File: src/rtl/npu_pkg.sv
// Shared definitions for the NPU result reader: FSM encoding, default sizing
// and score width.
package npu_pkg;

  typedef enum logic [1:0] {
    ST_IDLE = 2'd0,
    ST_POP  = 2'd1,
    ST_CAPT = 2'd2,
    ST_DONE = 2'd3
  } state_t;

  localparam int unsigned N_CLASS_DEF = 10;
  localparam int unsigned TIMEOUT_DEF = 1000;
  localparam int unsigned SCORE_W     = 8;
  localparam int unsigned IDX_W       = 4;

  localparam logic [SCORE_W-1:0] SCORE_MIN = {1'b1, {(SCORE_W-1){1'b0}}};

endpackage

File: src/rtl/npu_argmax_acc.sv
// Running signed maximum of the frame scores and the index where it occurred.
module npu_argmax_acc
  import npu_pkg::*;
(
  input  logic                      CLKEXT,
  input  logic                      RST_GLO_N,
  input  logic                      init,
  input  logic                      load_first,
  input  logic                      update,
  input  logic signed [SCORE_W-1:0] score,
  input  logic        [IDX_W-1:0]   idx,
  output logic signed [SCORE_W-1:0] max_score,
  output logic        [IDX_W-1:0]   max_idx
);

  // Strict greater-than keeps the lowest index on ties.
  always_ff @(posedge CLKEXT or negedge RST_GLO_N) begin
    if (!RST_GLO_N) begin
      max_score <= '0;
      max_idx   <= '0;
    end else if (init) begin
      max_score <= SCORE_MIN;
      max_idx   <= '0;
    end else if (load_first) begin
      max_score <= score;
      max_idx   <= idx;
    end else if (update && (score > max_score)) begin
      max_score <= score;
      max_idx   <= idx;
    end
  end

endmodule

File: src/rtl/npu_result_reader.sv
// Pops N_CLASS signed scores from the NPU output FIFO and reports the argmax
// class, with a per-byte timeout on a stalled FIFO.
module npu_result_reader
  import npu_pkg::*;
#(
  parameter int unsigned N_CLASS = N_CLASS_DEF,
  parameter int unsigned TIMEOUT = TIMEOUT_DEF
) (
  input  logic               CLKEXT,
  input  logic               RST_GLO_N,
  input  logic               START,
  input  logic               CLR,
  input  logic               EMPTY,
  input  logic [SCORE_W-1:0] D_OUT,
  output logic               RD_EN,
  output logic [IDX_W-1:0]   CLASS_IDX,
  output logic [SCORE_W-1:0] CLASS_SCORE,
  output logic               VALID,
  input  logic               ACK,
  output logic               BUSY,
  output logic               ERR
);

  localparam int unsigned     TW       = $clog2(TIMEOUT + 1);
  localparam logic [IDX_W-1:0] LAST_IDX = IDX_W'(N_CLASS - 1);
  localparam logic [TW-1:0]    TMO_LAST = TW'(TIMEOUT - 1);

  state_t             state_q, state_d;
  logic [IDX_W-1:0]   byte_cnt_q;
  logic [TW-1:0]      tmo_cnt_q;
  logic               err_q;
  logic               start_frame;
  logic               capt;
  logic               tmo_hit;
  logic [SCORE_W-1:0] max_score;
  logic [IDX_W-1:0]   max_idx;

  always_comb begin
    state_d     = state_q;
    RD_EN       = 1'b0;
    start_frame = 1'b0;
    capt        = 1'b0;
    tmo_hit     = 1'b0;
    if (CLR) begin
      state_d = ST_IDLE;
    end else begin
      case (state_q)
        ST_IDLE: begin
          if (START) begin
            start_frame = 1'b1;
            state_d     = ST_POP;
          end
        end
        ST_POP: begin
          if (!EMPTY) begin
            RD_EN   = 1'b1;
            state_d = ST_CAPT;
          end else if (tmo_cnt_q >= TMO_LAST) begin
            tmo_hit = 1'b1;
            state_d = ST_DONE;
          end
        end
        ST_CAPT: begin
          capt    = 1'b1;
          state_d = (byte_cnt_q < LAST_IDX) ? ST_POP : ST_DONE;
        end
        ST_DONE: begin
          if (ACK) state_d = ST_IDLE;
        end
        default: state_d = ST_IDLE;
      endcase
    end
  end

  always_ff @(posedge CLKEXT or negedge RST_GLO_N) begin
    if (!RST_GLO_N) state_q <= ST_IDLE;
    else            state_q <= state_d;
  end

  // tmo_cnt_q holds the number of cycles since the last pop (or START), the
  // pop cycle counting as one; the increment that would reach TIMEOUT ends
  // the frame, so DONE lands exactly TIMEOUT cycles after the last pop.
  always_ff @(posedge CLKEXT or negedge RST_GLO_N) begin
    if (!RST_GLO_N) begin
      byte_cnt_q <= '0;
      tmo_cnt_q  <= '0;
      err_q      <= 1'b0;
    end else if (CLR) begin
      byte_cnt_q <= '0;
      tmo_cnt_q  <= '0;
      err_q      <= 1'b0;
    end else begin
      if (start_frame)  byte_cnt_q <= '0;
      else if (capt)    byte_cnt_q <= byte_cnt_q + IDX_W'(1);

      if (start_frame || RD_EN)              tmo_cnt_q <= TW'(1);
      else if ((state_q == ST_POP) || capt)  tmo_cnt_q <= tmo_cnt_q + TW'(1);

      if (start_frame)                         err_q <= 1'b0;
      else if (tmo_hit)                        err_q <= 1'b1;
      else if ((state_q == ST_DONE) && ACK)    err_q <= 1'b0;
    end
  end

  npu_argmax_acc u_acc (
    .CLKEXT     (CLKEXT),
    .RST_GLO_N  (RST_GLO_N),
    .init       (start_frame),
    .load_first (capt && (byte_cnt_q == '0)),
    .update     (capt && (byte_cnt_q != '0)),
    .score      (D_OUT),
    .idx        (byte_cnt_q),
    .max_score  (max_score),
    .max_idx    (max_idx)
  );

  // Results are only driven while VALID so CLR/ACK return every output to 0.
  always_comb begin
    VALID       = (state_q == ST_DONE);
    BUSY        = (state_q != ST_IDLE);
    ERR         = VALID && err_q;
    CLASS_IDX   = VALID ? max_idx   : '0;
    CLASS_SCORE = VALID ? max_score : '0;
  end

endmodule

File: config.mk
export PLATFORM = sky130hd
export DESIGN_NAME = npu_result_reader
export DESIGN_NICKNAME = d
export VERILOG_FILES = /design/src/rtl/npu_pkg.sv /design/src/rtl/npu_argmax_acc.sv /design/src/rtl/npu_result_reader.sv
export SDC_FILE = /design/constraint.sdc
export NUM_CORES = 1
export LEC_CHECK = 0
export ABC_AREA = 1
export CAP_MARGIN = 20
export CORE_MARGIN = 3
export CORE_UTILIZATION = 55
export CTS_CLUSTER_SIZE = 12
export DETAILED_ROUTE_END_ITERATION = 16
export PLACE_DENSITY = 0.84
export SLEW_MARGIN = 30
export SYNTH_ARGS = -nofsm -noshare
export SYNTH_HDL_FRONTEND = slang
export SYNTH_SLANG_ARGS = --single-unit
File: constraint.sdc
create_clock -name CLKEXT -period 3.7 [get_ports CLKEXT]
set_input_delay 0.37 -clock CLKEXT [delete_from_list [all_inputs] [get_ports CLKEXT]]
set_output_delay 0.37 -clock CLKEXT [all_outputs]
set_load 0.01 [all_outputs]
# Word level (Yosys, flattened, before mapping)
# Index checks and enable logic that the tools add are counted.
[word_totals] ff_bits=29 word_cells=70
[classes] n_addsub=2 n_lt_le_gt_ge=3 eq_ne=6 mux=37 n_reduce_logical=16
[op_table] op="$mux W8" n=4
[op_table] op="$mux W10" n=3
[op_table] op="$mux W4" n=7
[op_table] op="$mux W1" n=16
[op_table] op="$mux W2" n=6
[op_table] op="$add A10 B1 Y10 const B" n=1
[op_table] op="$ge A10 B10 Y1 const B" n=1
[op_table] op="$reduce_bool A3 Y1" n=3
[op_table] op="$gt A8 B8 Y1" n=1
[op_table] op="$pmux W2 S4" n=1
[op_table] op="$reduce_bool A4 Y1" n=2
[op_table] op="$logic_and A1 B1 Y1" n=5
[op_table] op="$add A4 B1 Y4 const B" n=1
[op_table] op="$eq A2 B2 Y1 const B" n=2
[op_table] op="$logic_not A4 Y1" n=1
[op_table] op="$lt A4 B4 Y1 const B" n=1
[op_table] op="$ne A4 B4 Y1 const B" n=1
[op_table] op="$ne A3 B2 Y1 const B" n=1
[op_table] op="$ne A3 B3 Y1 const B" n=1
[op_table] op="$reduce_and A3 Y1" n=1
[op_table] op="$eq A2 B1 Y1 const B" n=1
[op_table] op="$logic_not A2 Y1" n=1
[op_table] op="$logic_or A1 B1 Y1" n=2
[op_table] op="$reduce_bool A2 Y1" n=1

# Logic depth before layout (Yosys ltp)
[depth] ltp_word=8 depth_mapped=15 mapped_depth_nobuf=14

# Cells and area by module
# A second synthesis with hierarchy kept.
[hier_totals] hier_cells=280 area_unflattened_um2=1909.3
[modules_own_cells] module="npu_result_reader" instances=1 cells_per_inst=163 area_each_um2=1092.3 seq_area_each_um2=425.4
[modules_own_cells] module="npu_argmax_acc" instances=1 cells_per_inst=117 area_each_um2=817.0 seq_area_each_um2=300.3

# Worst setup path before layout
# No wires, ideal clock.
[synth_path] path_type="input port to flip-flop" from="in D_OUT[5]" to="reg u_acc.max_idx[0]" setup_ns=0.119 t_arrival_ns=1.491 path_slack_ns=2.090 path_stages=10 n_path_buf=1 path_cell_list="ha_1 -> a21oi_1 -> nor2_1 -> nor2_1 -> nand2_1 -> nand2_1 -> nand4_1 -> buf_2 -> nand4_1 -> nand2_1"
[synth_via] elab_chain_cells=3
[synth_lines] item="from (decl)" line_no="npu_result_reader.sv:14" source="input logic [SCORE_W-1:0] D_OUT,"
[synth_lines] item="$gt A8 B8 Y1" line_no="npu_argmax_acc.sv:27" source="end else if (update && (score > max_score)) begin"
[synth_lines] item="$logic_and A1 B1 Y1" line_no="npu_argmax_acc.sv:27"
[synth_lines] item="$reduce_bool A3 Y1 (no source line)"
[synth_lines] item="to (signal assigned)" line_no="npu_argmax_acc.sv:26" source="max_idx <= idx;"
[synth_lines] item="to (signal assigned)" line_no="npu_argmax_acc.sv:29" source="max_idx <= idx;"
[synth_lines] item="to (decl)" line_no="npu_argmax_acc.sv:13" source="output logic [IDX_W-1:0] max_idx"
# No other way between the ends.
# A chain may end at the register's enable or synchronous reset.

# Worst setup path after layout
[layout_path] from="reg state_q[0]" to="out CLASS_IDX[3]"
[layout_via] elab_chain_cells=2
[layout_lines] item="from (decl)" line_no="npu_result_reader.sv:28" source="state_t state_q, state_d;"
[layout_lines] item="from (signal assigned)" line_no="npu_result_reader.sv:77" source="else state_q <= state_d;"
[layout_lines] item="$eq A2 B2 Y1" line_no="npu_result_reader.sv:119" source="VALID = (state_q == ST_DONE);"
[layout_lines] item="$mux W4" line_no="npu_result_reader.sv:122" source="CLASS_IDX = VALID ? max_idx : '0;"
[layout_lines] item="to (decl)" line_no="npu_result_reader.sv:16" source="output logic [IDX_W-1:0] CLASS_IDX,"
# No other way between the ends.

==> impl_metrics.env <==
export IMPL_outcome="complete, no violations"
export IMPL_ir_worst_vdd_mv=0.236
export IMPL_syn_inst=244
export IMPL_crit_path_end_kind="output port"
export IMPL_ant_nets=0
export IMPL_cts_sinks=29
export IMPL_dp_hpwl_mm=2.89
export IMPL_synth_flop_cell="dfrtp_1"
export IMPL_drt_pass1_iter_count=4
export IMPL_layout_commonest_cell="nand2_1"
export IMPL_intPower_uw=529
export IMPL_leakagePower_uw=0.00107
export IMPL_cts_tree="done"
export IMPL_cap_violations=0
export IMPL_core_area_um2=3100
export IMPL_path_clk_slew_ns=0.09
export IMPL_comb_power_share=0.292
export IMPL_arrival_ns=1.92
export IMPL_die_w_um=63.4
export IMPL_dieArea_um2=4020
export IMPL_fin_skew_ns=0.00628
export IMPL_crit_required_ns=3.33
export IMPL_drc=0
export IMPL_antenna_found_initial=0
export IMPL_area_growth_pct=21.1
export IMPL_seq_area_um2=726
export IMPL_track_usage=0.228
export IMPL_clock_path_buffers=2
export IMPL_setup_violations=0
export IMPL_power_frac_seq=0.460
export IMPL_fin_crit_ns=2.29
export IMPL_yosysWarnings=0
export IMPL_synth_nets=269
export IMPL_drv_slew=0
export IMPL_cts_resized=0
export IMPL_syn_cell_area_um2=1810
export IMPL_die_h_um=63.4
export IMPL_p_total_uw=807
export IMPL_worst_pin_slew_ns=0.778
export IMPL_grt_overflow=0
export IMPL_final_cells=319
export IMPL_port_buffer_count=29
export IMPL_cts_hold_buf=0
export IMPL_finalSetupTns_ns=0
export IMPL_vias=1713
export IMPL_slowest_stage="clkdlybuf4s50_1"
export IMPL_cts_setup_buffers=0
export IMPL_crit_type="reg -> out"
export IMPL_p_per_area_nw_per_um2=368
export IMPL_avgSynthCellArea_um2=7.43
export IMPL_fin_nets=300
export IMPL_hold_viol=0
export IMPL_drive_gt1_frac=0.0909
export IMPL_reg2reg_to="u_acc.max_score[4]"
export IMPL_ys_ff_latch=29
export IMPL_row_count=20
export IMPL_cp_startpoint="state_q[0]"
export IMPL_root_buffer="clkbuf_4"
export IMPL_grt_pass1_vias=1649
export IMPL_hold_ws_ns=0.399
export IMPL_clkLatencyLatePin_ns=0.34
export IMPL_fmax_mhz=437
export IMPL_synth_async_sr_flop_share=1.00
export IMPL_rr_worst_depth=10
export IMPL_period_share=0.618
export IMPL_timing_rr_start="u_acc.max_score[5]"
export IMPL_synth_seq_area_share=0.401
export IMPL_startpoint_type="flop"
export IMPL_slowest_delay_ns=0.56
export IMPL_switchingPower_uw=277
export IMPL_grt_max_degree=30
export IMPL_synth_edf_count=0
export IMPL_io_pins=30
export IMPL_start_util=0.584
export IMPL_p_clk_frac=0.249
export IMPL_ys_types=27
export IMPL_rsz0062_at_grt="no"
export IMPL_vias_per_cell=5.37
export IMPL_gp_congestion=0.883
export IMPL_multi_input_area_um2=896
export IMPL_slew_headroom=0.478
export IMPL_fillers=277
export IMPL_rrSetupSlack_ns=1.69
export IMPL_worstPathCellList="nand2_1 -> nor2_1 -> clkdlybuf4s50_1"
export IMPL_diodes=0
export IMPL_wire_per_inst_um=12.5
export IMPL_grt_first_pass_wirelength_mm=7.20
export IMPL_drt_iter0_markers=109
export IMPL_swShare=0.344
export IMPL_routed_wl_mm=4.00
export IMPL_final_cell_mix="nand2_1 (48), inv_1 (34), dfrtp_1 (29), clkdlybuf4s50_1 (29), nor2_1 (28)"
export IMPL_cts_made_buffers=5
export IMPL_htree_levels=2
export IMPL_worstPathMaxFanout=15
export IMPL_hp_class="in -> async"
export IMPL_place_inst=312
## cell usage after synthesis, types with 2 or more instances
library cell	instances	share of area
nand2_1	48	0.099
inv_1	34	0.070
dfrtp_1	29	0.40
nor2_1	28	0.058
nand3_1	23	0.064
nand4_1	14	0.048
a21oi_1	11	0.030
ha_1	11	0.076
inv_2	8	0.017
nand2_2	5	0.017
o21ai_1	5	0.014
nor3_1	4	0.011
a211oi_1	3	0.012
a31oi_1	3	0.010
buf_2	3	0.0083
clkbuf_1	3	0.0062
nor2_4	2	0.012
## power by group through the flow
| stage | logic, uW | registers [uW] | clock network [uW] |
|---|---|---|---|
| after floorplan | 165 | 371 | 0 |
| after global placement | 229 | 375 | 0 |
| after detailed placement | 235 | 377 | 0 |
| after CTS | 236 | 371 | 199 |
| after global routing | 275 | 374 | 214 |
| final | 235 | 371 | 200 |
## flip-flops by register name, indices dropped and copies added (netlist names)
| signal | flops |
|---|---|
| err_q | 1 |
| byte_cnt_q | 4 |
| tmo_cnt_q | 10 |
| state_q | 2 |
| u_acc.max_score | 8 |
| u_acc.max_idx | 4 |
## final cells by class
class,count,share of cell area
Clock buffer,7,0.0251
Inverter,43,0.0747
Multi-Input combinational cell,166,0.408
Sequential cell,29,0.331
Tap cell,44,0.0251
Timing Repair Buffer,30,0.136
## layer usage
layer / wire length (um) / GRT usage
met1: 1810 / 0.294
met2: 1870 / 0.360
met3: 236 / 0.0517
met4: 80 / 0.111
met5: 0 / 0
## how the worst max path moves through the flow
stage                     depth (start not counted)  slack, ns                 end
after global placement                           10       1.29    u_acc.max_idx[1]
after global routing                              3       1.29        CLASS_IDX[1]
after detailed placement                         10       1.28  u_acc.max_score[4]
after floorplan                                  10       2.09    u_acc.max_idx[0]
final                                             3       1.41        CLASS_IDX[3]
after CTS                                         3       1.37        CLASS_IDX[3]
## per-stage QoR
step / setup WS [ns] / utilization / instance area, um^2
after floorplan: 2.09 / - / 1810
after global placement: 1.29 / 0.689 / 2140
after detailed placement: 1.28 / 0.689 / 2140
after CTS: 1.37 / 0.707 / 2190
after global routing: 1.29 / 0.707 / 2190
final: 1.41 / 0.707 / 2190
## worst max-delay path, delay by kind of cell (launching register included)
family                 cells  cell delay (ns)
buffers and inverters      1             0.56
flip-flops                 1             0.43
AND/OR/NAND/NOR            2             0.59
## kinds of logic (layout without fill, tap and decap cells)
| family | Yosys count | in the layout | share of synthesized area |
|---|---|---|---|
| adders and majority gates | 11 | 11 | 0.0760 |
| buffers and inverters | 49 | 80 | 0.105 |
| AOI/OAI and AO/OA | 27 | 27 | 0.0863 |
| and+or+nand+nor | 127 | 127 | 0.327 |
| DFF | 29 | 29 | 0.401 |
| xor gates and xnor gates | 1 | 1 | 0.00484 |
Power figures use the tool's default switching activity.
==> RTL change 1: new RTL, same settings <==
Re-encode `state_t` (4 states) as one-hot, 4 bits wide.
--- a/src/rtl/npu_pkg.sv
+++ b/src/rtl/npu_pkg.sv
@@ -3,9 +3,9 @@
 package npu_pkg;
 
-  typedef enum logic [1:0] {
-    ST_IDLE = 2'd0,
-    ST_POP  = 2'd1,
-    ST_CAPT = 2'd2,
-    ST_DONE = 2'd3
+  typedef enum logic [3:0] {
+    ST_IDLE = 4'b0001,
+    ST_POP  = 4'b0010,
+    ST_CAPT = 4'b0100,
+    ST_DONE = 4'b1000
   } state_t;
 
Behaviour: same outputs for any inputs over 10 cycles, from zero or initial values and one cycle with RST_GLO_N low; not proved beyond that.
==> RTL change 1 against the unedited design <==
- setup slack lost 0.45 ns
- cell area grew 7.1%
- largest cell class unchanged
- sequential cell count grew 2
- utilization shrank 1.4 points
- routed wire length grew 9.7%
- synthesized area grew 8.1%
- synthesized cell count grew 13%
- total power grew 4.2%
- sequential power grew 5%
- global-route usage grew 1.2 points
==> RTL change 1: results (changes against the unedited design) <==
* Global-route total usage across every layer: 24.1% (+1.2 points)
* Global-route wire length before repair: 7.87 mm (+9.3%)
* Worst Clk Skew: 0.00851 ns (+0.00223 ns)
- Via/cell ratio: 5.26 (-2.0%)
- Top area cells in the synthesized netlist: dfrtp_1 38%, inv_1 11%, nand2_1 11%
- Top fanout value on the critical path: 14 (-1)
- The count of nets after finishing came to 331 (+10%).
* Slack of the worst reg-to-reg path: 1.49 ns (-0.20 ns)
* Net count after synthesis: 300 (+12%)
* Half-perimeter wire length of the detailed placement result: 3.34 mm (+16%)
- DP Worst Slack: 1.29 ns (+0.00950 ns)
- Share of layout cells above drive strength 1: 4.23% (-4.9 points)
- Static power due to leakage: 0.00117 uW (+9.1%)
* Worst-case hold slack: 0.406 ns (+0.00714 ns)
- The run finished with clean final reports.
- The sum of routed wire length over all layers is 4.39 mm (+9.7%).
- The relative max-transition margin was 51.9% (+4.2 points).
* R2R cell count: 7 (-3)
* Met2 WL: 2.08 mm (+11%)
- The total met3 wirelength after detailed routing is 211 um (-11%).
* Via count of the first global-routing pass: 1,778 (+7.8%)
* Filler Cell Count: 280 (+1.1%)
- The post-synthesis sequential area ratio is 39.7% (-0.40 points).
- Iteration-0 DRC Markers: 116 (+6.4%)
- Largest net degree at the start of global routing: 32 (+6.7%)
* Number of search-and-repair iterations in the first detailed-routing pass: 5 (+1)
- The final weighted congestion in routability-driven placement is 0.906 (+2.6%).
- Data arrival time of the worst path: 2.36 ns (+0.44 ns)
* Worst vdd rail ir drop: 245 uV (+4.2%)
- DR top layer: met4
* Met1 routed wirelength after detailed routing: 2.01 mm (+11%)
- The number of buffers created by CTS was 5 (unchanged).
- After synthesis, the most frequently instantiated cells are 57 x inv_1, 57 x nand2_1, 30 x dfrtp_1, 28 x nor2_1, 27 x nand3_1.
-- RTL change 1: cell count changes after synthesis, sizes merged, moves of 2 or more --
cell    before  now
inv         43   57
nor3         4   10
nand3       23   28
nand2       54   58
a211oi       3    0
a31oi        3    0
o21ai        6    9
nand4       15   17
nor2        30   28
xor2         0    2
-- RTL change 1: final cells by class --
type | instances | area share [%]
multi-input combinational | 180 | 40.0
sequential | 31 | 33.1
timing repair buffer | 30 | 12.7
inverter | 58 | 9.27
tap | 46 | 2.45
clock buffer | 7 | 2.34
clock inverter | 1 | 0.213
-- RTL change 1: layer usage --
metal | vias up | global-route usage [%]
met5 | - | 0
met2 | 51 | 39.2
met3 | 8 | 3.59
met1 | 853 | 31.8
met4 | 0 | 10.1
li1 | 946 | -
-- RTL change 1: path summary, 6_finish.rpt --
| check | endpoint | from |
|---|---|---|
| max in group asynchronous | state_q[0] | RST_GLO_N |
| min in group CLKEXT | u_acc.max_idx[2] | u_acc.max_idx[2] |
| worst max-delay path | CLASS_SCORE[1] | state_q[1] |
| worst min-delay path | u_acc.max_score[4] | RST_GLO_N |
| worst max register to register | u_acc.max_score[2] | state_q[1] |
| worst min register to register | u_acc.max_idx[2] | u_acc.max_idx[2] |
-- RTL change 1: cells by family after synthesis --
group | after synthesis | share of synthesized area (%)
simple gates | 143 | 33.5
compound gates | 24 | 6.58
xor+xnor | 2 | 0.894
buf+inv | 64 | 12.4
flops | 31 | 39.7
fa+ha+maj | 11 | 7.02
-- RTL change 1: per-stage QoR --
| step | std cells | total power (uW) | utilization [%] |
|---|---|---|---|
| global route | 353 | 904 | 69.3 |
| detailed placement | 345 | 636 | 67.6 |
| finish | 353 | 841 | 69.3 |
| CTS | 353 | 845 | 69.3 |
| global placement | 345 | 630 | 67.6 |
| floorplan | 275 | 552 | - |
-- RTL change 1: critical path, delay by kind of cell (launching register included) --
kind                   cells  cell delay, ns
buffers and inverters      2            0.85
DFF                        1            0.41
and+or+nand+nor            3            0.76
-- RTL change 1: power by group --
group          internal, uW  switching (uW)
combinational          89.9             152
sequential              368            21.7
clock                  91.9             117
==> RTL change 2: new RTL, same flow settings <==
Without the edit above. The package constant `SCORE_W` goes from 8 to 10.
--- a/src/rtl/npu_pkg.sv
+++ b/src/rtl/npu_pkg.sv
@@ -12,5 +12,5 @@
   localparam int unsigned N_CLASS_DEF = 10;
   localparam int unsigned TIMEOUT_DEF = 1000;
-  localparam int unsigned SCORE_W     = 8;
+  localparam int unsigned SCORE_W     = 10;
   localparam int unsigned IDX_W       = 4;
 
Interface: changed (resized CLASS_SCORE and D_OUT); port bits go from 30 to 34. The function was not compared with the original's and may differ.
==> RTL change 2 against the unedited design <==
- sequential share of layout area shrank 1.8 points
- non-clock buffer count up 4
- synthesized cell count up 12%
- setup slack worse by 0.083 ns
- sequential cell count grew 2
- register-to-register slack better by 0.08 ns
- synthesized area rose by 12%
- cell count grew 11%
- routed wire length is 10% higher
- critical path type unchanged
- cell area rose by 13%
- largest cell class unchanged
- fmax down 3.5%
Power is not compared: it rests on default switching activity, and its combinational part moved more than twofold at a synthesized area within 25%.
==> RTL change 2: results (changes against the unedited design) <==
- The largest registers in the layout are tmo_cnt_q (10), u_acc.max_score (10).
- The proportion of layout cells with a drive suffix above 1 is 9.74% (+0.65 points).
* Slew at the pin with the worst max-slew slack: 0.671 ns (-0.107 ns)
- Average footprint of a synthesized cell: 7.44 um^2 (+0.24%)
- The worst setup slack for register-to-register paths came to 1.77 ns (+0.08 ns).
* Via/cell ratio: 5.26 (-2.0%)
- Iteration-0 DRC Markers: 129 (+18%)
* Nets: 336 (+12%)
- The setup clock skew after layout is 0.00641 ns (+0.000133 ns).
- Run status: finished, final reports clean
- Share of synthesized area occupied by flip-flops and latches: 38.2% (-1.9 points)
- The number of global-route vias before repair was 1,766 (+7.1%).
- The post-CTS clock slew at the launch and capture registers of the worst setup and hold paths came to 0.07 ns (-0.02 ns).
- The data arrival time of the critical path is 2.00 ns (+0.08 ns).
- Root Driver: clkbuf_8
* Via total after detailed routing: 1,863 (+8.8%)
- Total length of routed wires: 4.40 mm (+10%)
- Number of port buffers: 33 (+14%)
- The maximum number of pins on one net before global-route repair is 32 (+6.7%).
* Global-route total usage across every layer: 22.9% (+0.042 points)
* Insertion delay of the later-clocked pin in the worst-skew pair: 0.29 ns (-0.05 ns)
- The sum of net half-perimeters after detailed placement came to 3.20 mm (+11%).
- Sorting the synthesized cells by area gives the leading types as dfrtp_1 38%, nand2_1 12%, ha_1 8.0%.
- The largest fanout of any net on the critical path came to 18 (+3).
* Global-route wire length before repair: 7.69 mm (+6.7%)
* FMAX: 422 MHz (-3.5%)
* DP Worst Slack: 1.33 ns (+0.0533 ns)
- Post-placement cell count: 346 (+11%)
- Placer's final routability congestion estimate: 0.825 (-6.5%)
* Synth cell types: 32 (+19%)
## RTL change 2: per-stage QoR
| step | hold slack, ns | instance area (um^2) |
|---|---|---|
| 2_1_floorplan | 0.0744 | 2030 |
| 3_3_place_gp | 0.494 | 2380 |
| 3_5_place_dp | 0.505 | 2380 |
| 4_1_cts | 0.491 | 2480 |
| 5_1_grt | 0.505 | 2480 |
| 6_report | 0.477 | 2480 |
## RTL change 2: final cells by class
type                            count  area, um^2
Multi-Input combinational cell    190        1030
Sequential cell                    31         776
Clock inverter                      1        7.51
Fill cell                         287         962
Clock buffer                        7        96.3
Tap cell                           46        57.6
Timing Repair Buffer               34         338
Inverter                           45         170
## RTL change 2: cell families after synthesis
group,share of synthesized area (%)
compound gates,7.82
xor+xnor,0.431
fa+ha+maj,8.01
buf+inv,10.9
flops,38.2
simple gates,34.7
## RTL change 2: worst paths after layout
path | endpoint | startpoint | cells after the start
max | CLASS_SCORE[8] | state_q[0] | 3
min | tmo_cnt_q[7] | RST_GLO_N | 2
max reg2reg | u_acc.max_score[3] | u_acc.max_score[9] | 10
min reg2reg | u_acc.max_score[2] | u_acc.max_score[2] | 2
max in group asynchronous | u_acc.max_score[0] | RST_GLO_N | 2
min in group CLKEXT | u_acc.max_score[2] | u_acc.max_score[2] | 2
## RTL change 2: layer usage
layer / wire (um) / track usage (%)
met5: 0 / 0
met4: 80 / 10.9
met3: 251 / 5.23
met2: 2040 / 34.7
met1: 2030 / 30.6
## RTL change 2: power by group
part	total (uW)	leakage, uW	internal (uW)	switching (uW)
clock network	302	0.0000505	169	133
logic	547	0.000690	202	345
registers	472	0.000422	416	56.2
total	1320	0.00116	787	534
